### src/rtl/coef_set_loader.sv
// coef_set_loader: streams one of nine fixed 3x3 kernel coefficient sets from an
// internal ROM over a valid/ready bus, followed by a set-index commit beat.
// Optional feature macro: COEF_LOADER_CHKSUM_EN adds a modulo-2^DATA_W checksum
// output covering the k1..k9 beats of the most recent transfer.
module coef_set_loader #(
  parameter int DATA_W   = 16,
  parameter int NUM_SETS = 9,
  parameter int SET_W    = 4
) (
  input  logic              clk,
  input  logic              rst,
  input  logic              load_req,
  input  logic [SET_W-1:0]  load_set,
  output logic              busy,
  output logic              done,
  output logic              err,
  output logic              coef_valid,
  input  logic              coef_ready,
  output logic [3:0]        coef_addr,
  output logic [DATA_W-1:0] coef_data,
  output logic              coef_last
`ifdef COEF_LOADER_CHKSUM_EN
  ,
  output logic [DATA_W-1:0] chksum
`endif
);

  typedef enum logic [1:0] {IDLE, SEND, COMMIT, DONE} state_t;

  state_t             state_q, state_d;
  logic [3:0]         beat_q, beat_d;
  logic               err_q, err_d;
  logic [SET_W-1:0]   set_q;
  logic               accept;
  logic               hs;
  logic signed [DATA_W-1:0] kcoef;

  // Fixed coefficient ROM; k1 sits in the most significant 16 bits of each row.
  function automatic logic signed [DATA_W-1:0] rom_coef(input logic [SET_W-1:0] set,
                                                        input logic [3:0] k);
    logic [143:0]       row;
    logic [143:0]       sh;
    logic signed [15:0] w;
    case (set)
      4'd0:    row = {16'h0000, 16'h0000, 16'h0000, 16'h0000, 16'h03E8,
                      16'h0000, 16'h0000, 16'h0000, 16'h0000};
      4'd1:    row = {16'h0101, 16'h01F8, 16'h0062, 16'hFF6C, 16'hFEDD,
                      16'h01B7, 16'h01B7, 16'hFE90, 16'hFFB9};
      4'd2:    row = {16'h05DC, 16'hFF06, 16'hFF06, 16'hFF06, 16'h05DC,
                      16'hFF06, 16'hFF06, 16'hFF06, 16'h05DC};
      4'd3:    row = {16'h0000, 16'hFE0C, 16'h0000, 16'hFE0C, 16'h0BB8,
                      16'hFE0C, 16'h0000, 16'hFE0C, 16'h0000};
      4'd4:    row = {9{16'h006F}};
      4'd5:    row = {16'hFC18, 16'h0000, 16'h03E8, 16'hF830, 16'h0000,
                      16'h07D0, 16'hFC18, 16'h0000, 16'h03E8};
      4'd6:    row = {16'h03E8, 16'h07D0, 16'h03E8, 16'h0000, 16'h0000,
                      16'h0000, 16'hFC18, 16'hF830, 16'hFC18};
      4'd7:    row = {16'hFC18, 16'hFC18, 16'h0000, 16'hFC18, 16'h0000,
                      16'h03E8, 16'h0000, 16'h03E8, 16'h03E8};
      4'd8:    row = {16'h055F, 16'hFF83, 16'hFF06, 16'hFF06, 16'h055F,
                      16'hFF83, 16'hFF83, 16'hFF06, 16'h055F};
      default: row = '0;
    endcase
    sh = row >> {(4'd9 - k), 4'b0000};
    w  = sh[15:0];
    return DATA_W'(w);
  endfunction

  assign accept = (state_q == IDLE) && load_req && (load_set < SET_W'(NUM_SETS));
  assign hs     = coef_valid && coef_ready;
  assign kcoef  = rom_coef(set_q, beat_q);

  // Bus outputs decode straight from state so an asynchronous reset clears them at once.
  always_comb begin
    coef_valid = 1'b0;
    coef_addr  = 4'd0;
    coef_data  = '0;
    coef_last  = 1'b0;
    busy       = (state_q != IDLE);
    done       = (state_q == DONE);
    err        = err_q;
    case (state_q)
      SEND: begin
        coef_valid = 1'b1;
        coef_addr  = beat_q;
        coef_data  = kcoef;
      end
      COMMIT: begin
        coef_valid = 1'b1;
        coef_addr  = 4'd10;
        coef_data  = DATA_W'(set_q);
        coef_last  = 1'b1;
      end
      default: ;
    endcase
  end

  // Next-state logic: requests are only looked at in IDLE, so busy/DONE cycles drop them.
  always_comb begin
    state_d = state_q;
    beat_d  = beat_q;
    err_d   = 1'b0;
    case (state_q)
      IDLE: begin
        if (accept) begin
          state_d = SEND;
          beat_d  = 4'd1;
        end else if (load_req) begin
          err_d = 1'b1;
        end
      end
      SEND: begin
        if (hs) begin
          if (beat_q == 4'd9) state_d = COMMIT;
          else                beat_d  = beat_q + 4'd1;
        end
      end
      COMMIT: begin
        if (hs) state_d = DONE;
      end
      DONE: state_d = IDLE;
      default: state_d = IDLE;
    endcase
  end

  // Control state register.
  always_ff @(posedge clk or posedge rst) begin
    if (rst) begin
      state_q <= IDLE;
      beat_q  <= 4'd0;
      err_q   <= 1'b0;
    end else begin
      state_q <= state_d;
      beat_q  <= beat_d;
      err_q   <= err_d;
    end
  end

  // Set index captured once at acceptance; later load_set changes are ignored.
  always_ff @(posedge clk) begin
    if (accept) set_q <= load_set;
  end

`ifdef COEF_LOADER_CHKSUM_EN
  logic [DATA_W-1:0] chksum_q;

  // Running sum of k1..k9 beats, cleared when a new transfer is accepted.
  always_ff @(posedge clk or posedge rst) begin
    if (rst)                           chksum_q <= '0;
    else if (accept)                   chksum_q <= '0;
    else if ((state_q == SEND) && hs)  chksum_q <= chksum_q + coef_data;
  end

  assign chksum = chksum_q;
`endif

endmodule

### config.mk
export PLATFORM = sky130hd
export DESIGN_NAME = coef_set_loader
export DESIGN_NICKNAME = d
export VERILOG_FILES = /design/src/rtl/coef_set_loader.sv
export SDC_FILE = /design/constraint.sdc
export NUM_CORES = 1
export LEC_CHECK = 0
export ABC_CLOCK_PERIOD_IN_PS = 6820
export CORE_UTILIZATION = 45
export DETAILED_ROUTE_END_ITERATION = 12
export PLACE_DENSITY = 0.64
export SYNTH_ARGS = -nofsm -noshare
export SYNTH_HDL_FRONTEND = slang
export SYNTH_SLANG_ARGS = --single-unit
### constraint.sdc
create_clock -name clk -period 6.82 [get_ports clk]
set_clock_uncertainty 0.15 [all_clocks]
set_input_delay 2.046 -clock clk [delete_from_list [all_inputs] [get_ports clk]]
set_output_delay 2.046 -clock clk [all_outputs]
set_load 0.01 [all_outputs]
After elaboration in Yosys (flattened, before gate mapping)
Memory sizes are Yosys's and may differ from the RTL's. A register that Yosys moved wholly into a read port is not among the register bits.
Index checks and enable logic that the tools add are counted.
{"block": "word_totals", "register_bits": 11, "mem_bits_ro": 2272, "in_bits": 8, "out_inout_bits": 25, "wordCells": 44, "memories": 1}
{"name": "(name not given)", "words": 16, "word_bits": 142, "rd": 1, "rd_ports_with_merged_regs": 1, "wr": 0, "line_no": "44", "source": "case (set)"}
{"block": "op_classes", "n_addsub": 2, "order_cmp": 1, "eq_ne": 9, "shift": 1, "n_mux": 17, "n_reduce_logical": 9}
{"cell": "$shr 144x8->16", "n": 1}
{"cell": "$pmux 16 s2", "n": 1}
{"cell": "$mux 4", "n": 4}
{"cell": "$pmux 4 s2", "n": 2}
{"cell": "$ne 2x2->1 const B", "n": 5}
{"cell": "$mux 2", "n": 4}
{"cell": "$pmux 2 s4", "n": 1}
{"cell": "$reduce_and 4->1", "n": 2}
{"cell": "$mux 1", "n": 5}
{"cell": "$add 4x1->4 const B", "n": 1}
{"cell": "$eq 2x2->1 const B", "n": 2}
{"cell": "$eq 4x4->1 const B", "n": 1}
{"cell": "$lt 4x4->1 const B", "n": 1}
{"cell": "$reduce_bool 2->1", "n": 2}
{"cell": "$sub 4x4->4 const A", "n": 1}
{"cell": "$logic_and 1x1->1", "n": 3}
{"cell": "$eq 2x1->1 const B", "n": 1}
{"cell": "$logic_not 2->1", "n": 1}
{"cell": "$reduce_or 2->1", "n": 1}

Depth between registers and ports, before layout
{"block": "logic_depth", "word_depth": 6, "ltp_mapped": 12, "mapped_depth_nobuf": 10}

Worst setup path after synthesis
OpenSTA, ideal clock, no wires.
{"block": "synth_timing", "kind": "reg2out", "startpoint": "register beat_q[1]", "endpoint": "output port coef_data[13]", "arrival_time_ps": 2489, "t_required_ps": 4624, "setup_slack_ps": 2135, "stages_incl_launch_ff": 10, "n_path_buf": 5, "path_cell_list": "dfrtp_1 > buf_2 > buf_2 > inv_1 > ha_1 > buf_2 > clkbuf_1 > o211ai_1 > o21ai_0 > buf_4"}
{"block": "synth_via", "elab_chain_len": 3}
{"element": "from (decl)", "line_no": "31", "source": "logic [3:0] beat_q, beat_d;"}
{"element": "from (signal assigned)", "line_no": "134", "source": "beat_q <= beat_d;"}
{"element": "$sub 4x4->4", "line_no": "64", "source": "sh = row >> {(4'd9 - k), 4'b0000};"}
{"element": "$shr 144x8->16", "line_no": "64"}
{"element": "$pmux 16 s2", "line_no": "82", "source": "case (state_q)"}
{"element": "to (decl)", "line_no": "20", "source": "output logic [DATA_W-1:0] coef_data,"}
No other way between the ends.

Worst setup path in the final report
{"block": "layout_timing", "startpoint": "register beat_q[1]", "endpoint": "output port coef_data[14]"}
Same word-level chain as after synthesis.

==> impl.org <==
** Outcome
- The run finished with clean final reports.

** Timing
- In this run the tightest slew margin relative to its limit is 23.3%.
- At the pin with the least slew margin, the transition time is 1150 ps.
- The total count of max-transition violations in the final report was 0.
- Post-layout worst setup margin :: roughly 1400 ps
- Max Fclk :: 0.185 GHz
- Unrepaired setup endpoints after global routing :: no
- Final number of setup-violating endpoints :: 0
- Min Tclk post-route :: ~5400 ps
- Hold violation total from the final report :: 0
- Of the available clock period, the critical path in the final layout requires between 70% and 80%.
- After routing, the total negative slack on setup checks comes to 0 ps.

** Yosys
- Counting distinct cell types in the post-synthesis netlist gives between 60 and 70.
- After technology mapping, the gate count stands at 400.
- The number of nets handed over by synthesis was between 400 and 500.
- Count of flip-flops with a built-in enable after synthesis :: 4
- The most used flip-flop cell after synthesis is dfxtp_1.
- Sequential-to-total area share from yosys stat :: a little over two fifths
- Yosys printed 0 warnings.
- Each instance of the synthesized netlist takes up on average roughly 9.4 sq um.
- The synthesized design contains 77 register bits.
- Of all flip-flops after synthesis, the portion carrying an async set or reset was 9.09%.
- Summing every instance area after synthesis gives around 0.0038 sq mm.

** Layout
- The library cell used most frequently in the layout, excluding fill and tap cells, is dfxtp_1.
- Area added between synthesis and finish :: 14.2%
- Commonest cells after routing, fill and taps aside :: dfxtp_1 (66), a21oi_1 (37), o21ai_0 (36), clkdlybuf4s50_1 (32), nand2_1 (28)
- Share of layout cells above drive strength 1 :: 11.1%
- For this run, the post-layout net count is 442.
- The number of antenna diodes in the final layout is 0.

** Clock tree
- Number of hold buffers added after CTS :: 0
- CTS placed an instance of clkbuf_8 at the clock tree root.
- The tree built by TritonCTS fans out to 77 sinks.
- In this run the post-CTS setup repair buffer count came out at 0.
- CTS HTree Levels :: 3
- No sink is reached through more buffers than the 2 on the longest clock path.
- Clock latency on the worst-skew pair :: ~360 ps
- TritonCTS built the clock tree.
- After clock tree synthesis, the clock-pin slew on the worst setup and hold paths is 80 ps.
- In this run, post-CTS repair resized a total of 0 instances.
- Counting the buffers created by CTS gives 9.

** Worst hold path
- Path type of the worst min-delay path :: reg -> reg

** Detailed routing
- After detailed routing, the average wire length per cell comes to between 15 and 20 microns.
- Using the TritonRoute via totals, the vias-per-cell ratio works out to between 6 and 7.
- The final layout contains routed wiring with a total length of approximately 10 mm.
- The pre-antenna-repair detailed-routing pass consisted of 5 iterations.
- Total number of vias :: roughly 3.2k
- Count of unresolved DRC violations after routing :: 0
- For this block, the initial DRC count from the detailed router was about 260.
- Remaining antenna violation count after routing :: 0

** Global route
- In the global route stage, overall resource usage came out at approximately a quarter.
- The first global-routing pass estimated 15.8 mm of wire.
- Maximum number of pins on one net before global-route repair :: 37
- Antenna violations before repair :: 0
- The number of global-route vias before repair is between 2k and 3k.
- Global routing finished with a remaining overflow of 0.

** Flow run
- Max-cap violations in this run came to 0.

** Floorplanning
- I/O pin cnt :: 33
- In this run the horizontal extent of the chip is 93.5 microns.
- Rows :: 32
- Die H :: 93.5 microns
- Starting Density :: between 40 and 50%
- The floorplan step defined a die boundary enclosing 0.00873 sq mm.
- The total area inside the core boundary comes to a little under 0.008 sq mm.

** Place
- HPWL reported at the end of detailed placement :: between 7 and 8 mm
- The congestion estimate from routability-driven global placement came to around 0.85.
- During placement, the flow inserted port buffers numbering 32.
- DP Worst Slack :: approximately 1500 ps

** Setup path
- Category of the most critical setup path :: reg -> out
- Worst endpoint data arrival time :: 3200 ps
- Kind of end point of the critical path :: output port
- Crit path max fanout :: 23
- Launching element type of the critical path :: flip-flop
- For the worst setup path, the data required time is 4620 ps.

** Power and ir drop
- The worst-case IR drop observed on VDD is between 0.00015 and 0.0002 V.
- In this run the power density over the cells is roughly 470 mW/mm^2.
- In this run the static leakage power is between 0.0015 and 0.002 uW.
## per-layer routing
metal | GRT usage [%] | vias to the layer above | share of wire, % | routed length (microns)
li1 | - | 1484 | - | -
met3 | 2.85 | 21 | 6.6 | 669
met2 | 36.3 | 120 | 45 | 4550
met4 | 11.3 | 0 | 2.4 | 244
met5 | 0 | - | 0 | 0
met1 | 34.7 | 1544 | 46 | 4680
## synthesized netlist by cell type (all sizes together), types with 5 or more instances
library cell	count	area [sq um]
dfxtp	66	1320
nor2b	7	43.8
mux2	5	56.3
nand3	14	75.1
inv	22	82.6
mux4	7	158
o211ai	8	70.1
nor2	26	97.6
a21o	5	38.8
buf	25	140
nand2	28	105
a211oi	8	72.6
o21ai	36	180
dfrtp	7	175
a21oi	38	194
ha	15	188
mux2i	10	100
## worst max-delay path, stage by stage (launching register included)
cell,delay (ps)
dfrtp_1,380
inv_1,170
ha_1,580
nor4_2,600
buf_4,250
a32oi_1,70
o21ai_0,190
clkdlybuf4s50_1,610
## kinds of logic after synthesis
kind of cell / share of synthesized area [%]
AO/OA/AOI/OAI: 24.0
AND/OR/NAND/NOR: 13.1
flip-flops: 43.0
buffers and inverters: 6.22
multiplexers: 8.34
adder cells (fa/ha/maj): 4.99
XOR/XNOR: 0.466
## stage by stage
step / util, % / instances / total power, uW / hold slack, ps / cell area (sq um)
floorplan: - / 400 / 1340 / 383 / 3760
global placement: 51.9 / 510 / 1630 / 399 / 4090
detailed placement: 51.9 / 510 / 1640 / 418 / 4090
CTS: 54.5 / 526 / 2010 / 437 / 4300
global route: 54.5 / 526 / 2130 / 463 / 4300
finish: 54.5 / 526 / 2010 / 430 / 4300
## worst paths after layout
path	from	slack, ps	end	depth (start not counted)
max	beat_q[1]	1430	coef_data[14]	7
min	state_q[1]	430	state_q[1]	1
max reg2reg	state_q[0]	3420	flip-flop	10
min reg2reg	state_q[1]	430	state_q[1]	1
max in group asynchronous	rst	4490	beat_q[1]	2
min in group asynchronous	rst	1780	state_q[0]	2
## where the power goes
group          internal [uW]  switching, uW
logic                    394            571
registers                604           80.2
clock network            182            180
total                   1180            831
## layout make-up
| type | count | area [sq um] |
|---|---|---|
| Multi-Input combinational cell | 273 | 1910 |
| Clock buffer | 10 | 138 |
| Timing Repair Buffer | 36 | 350 |
| Tap cell | 102 | 128 |
| Clock inverter | 6 | 70.1 |
| Fill cell | 720 | 3590 |
| Sequential cell | 77 | 1620 |
| Inverter | 22 | 82.6 |
(Power assumes the default switching activity.)
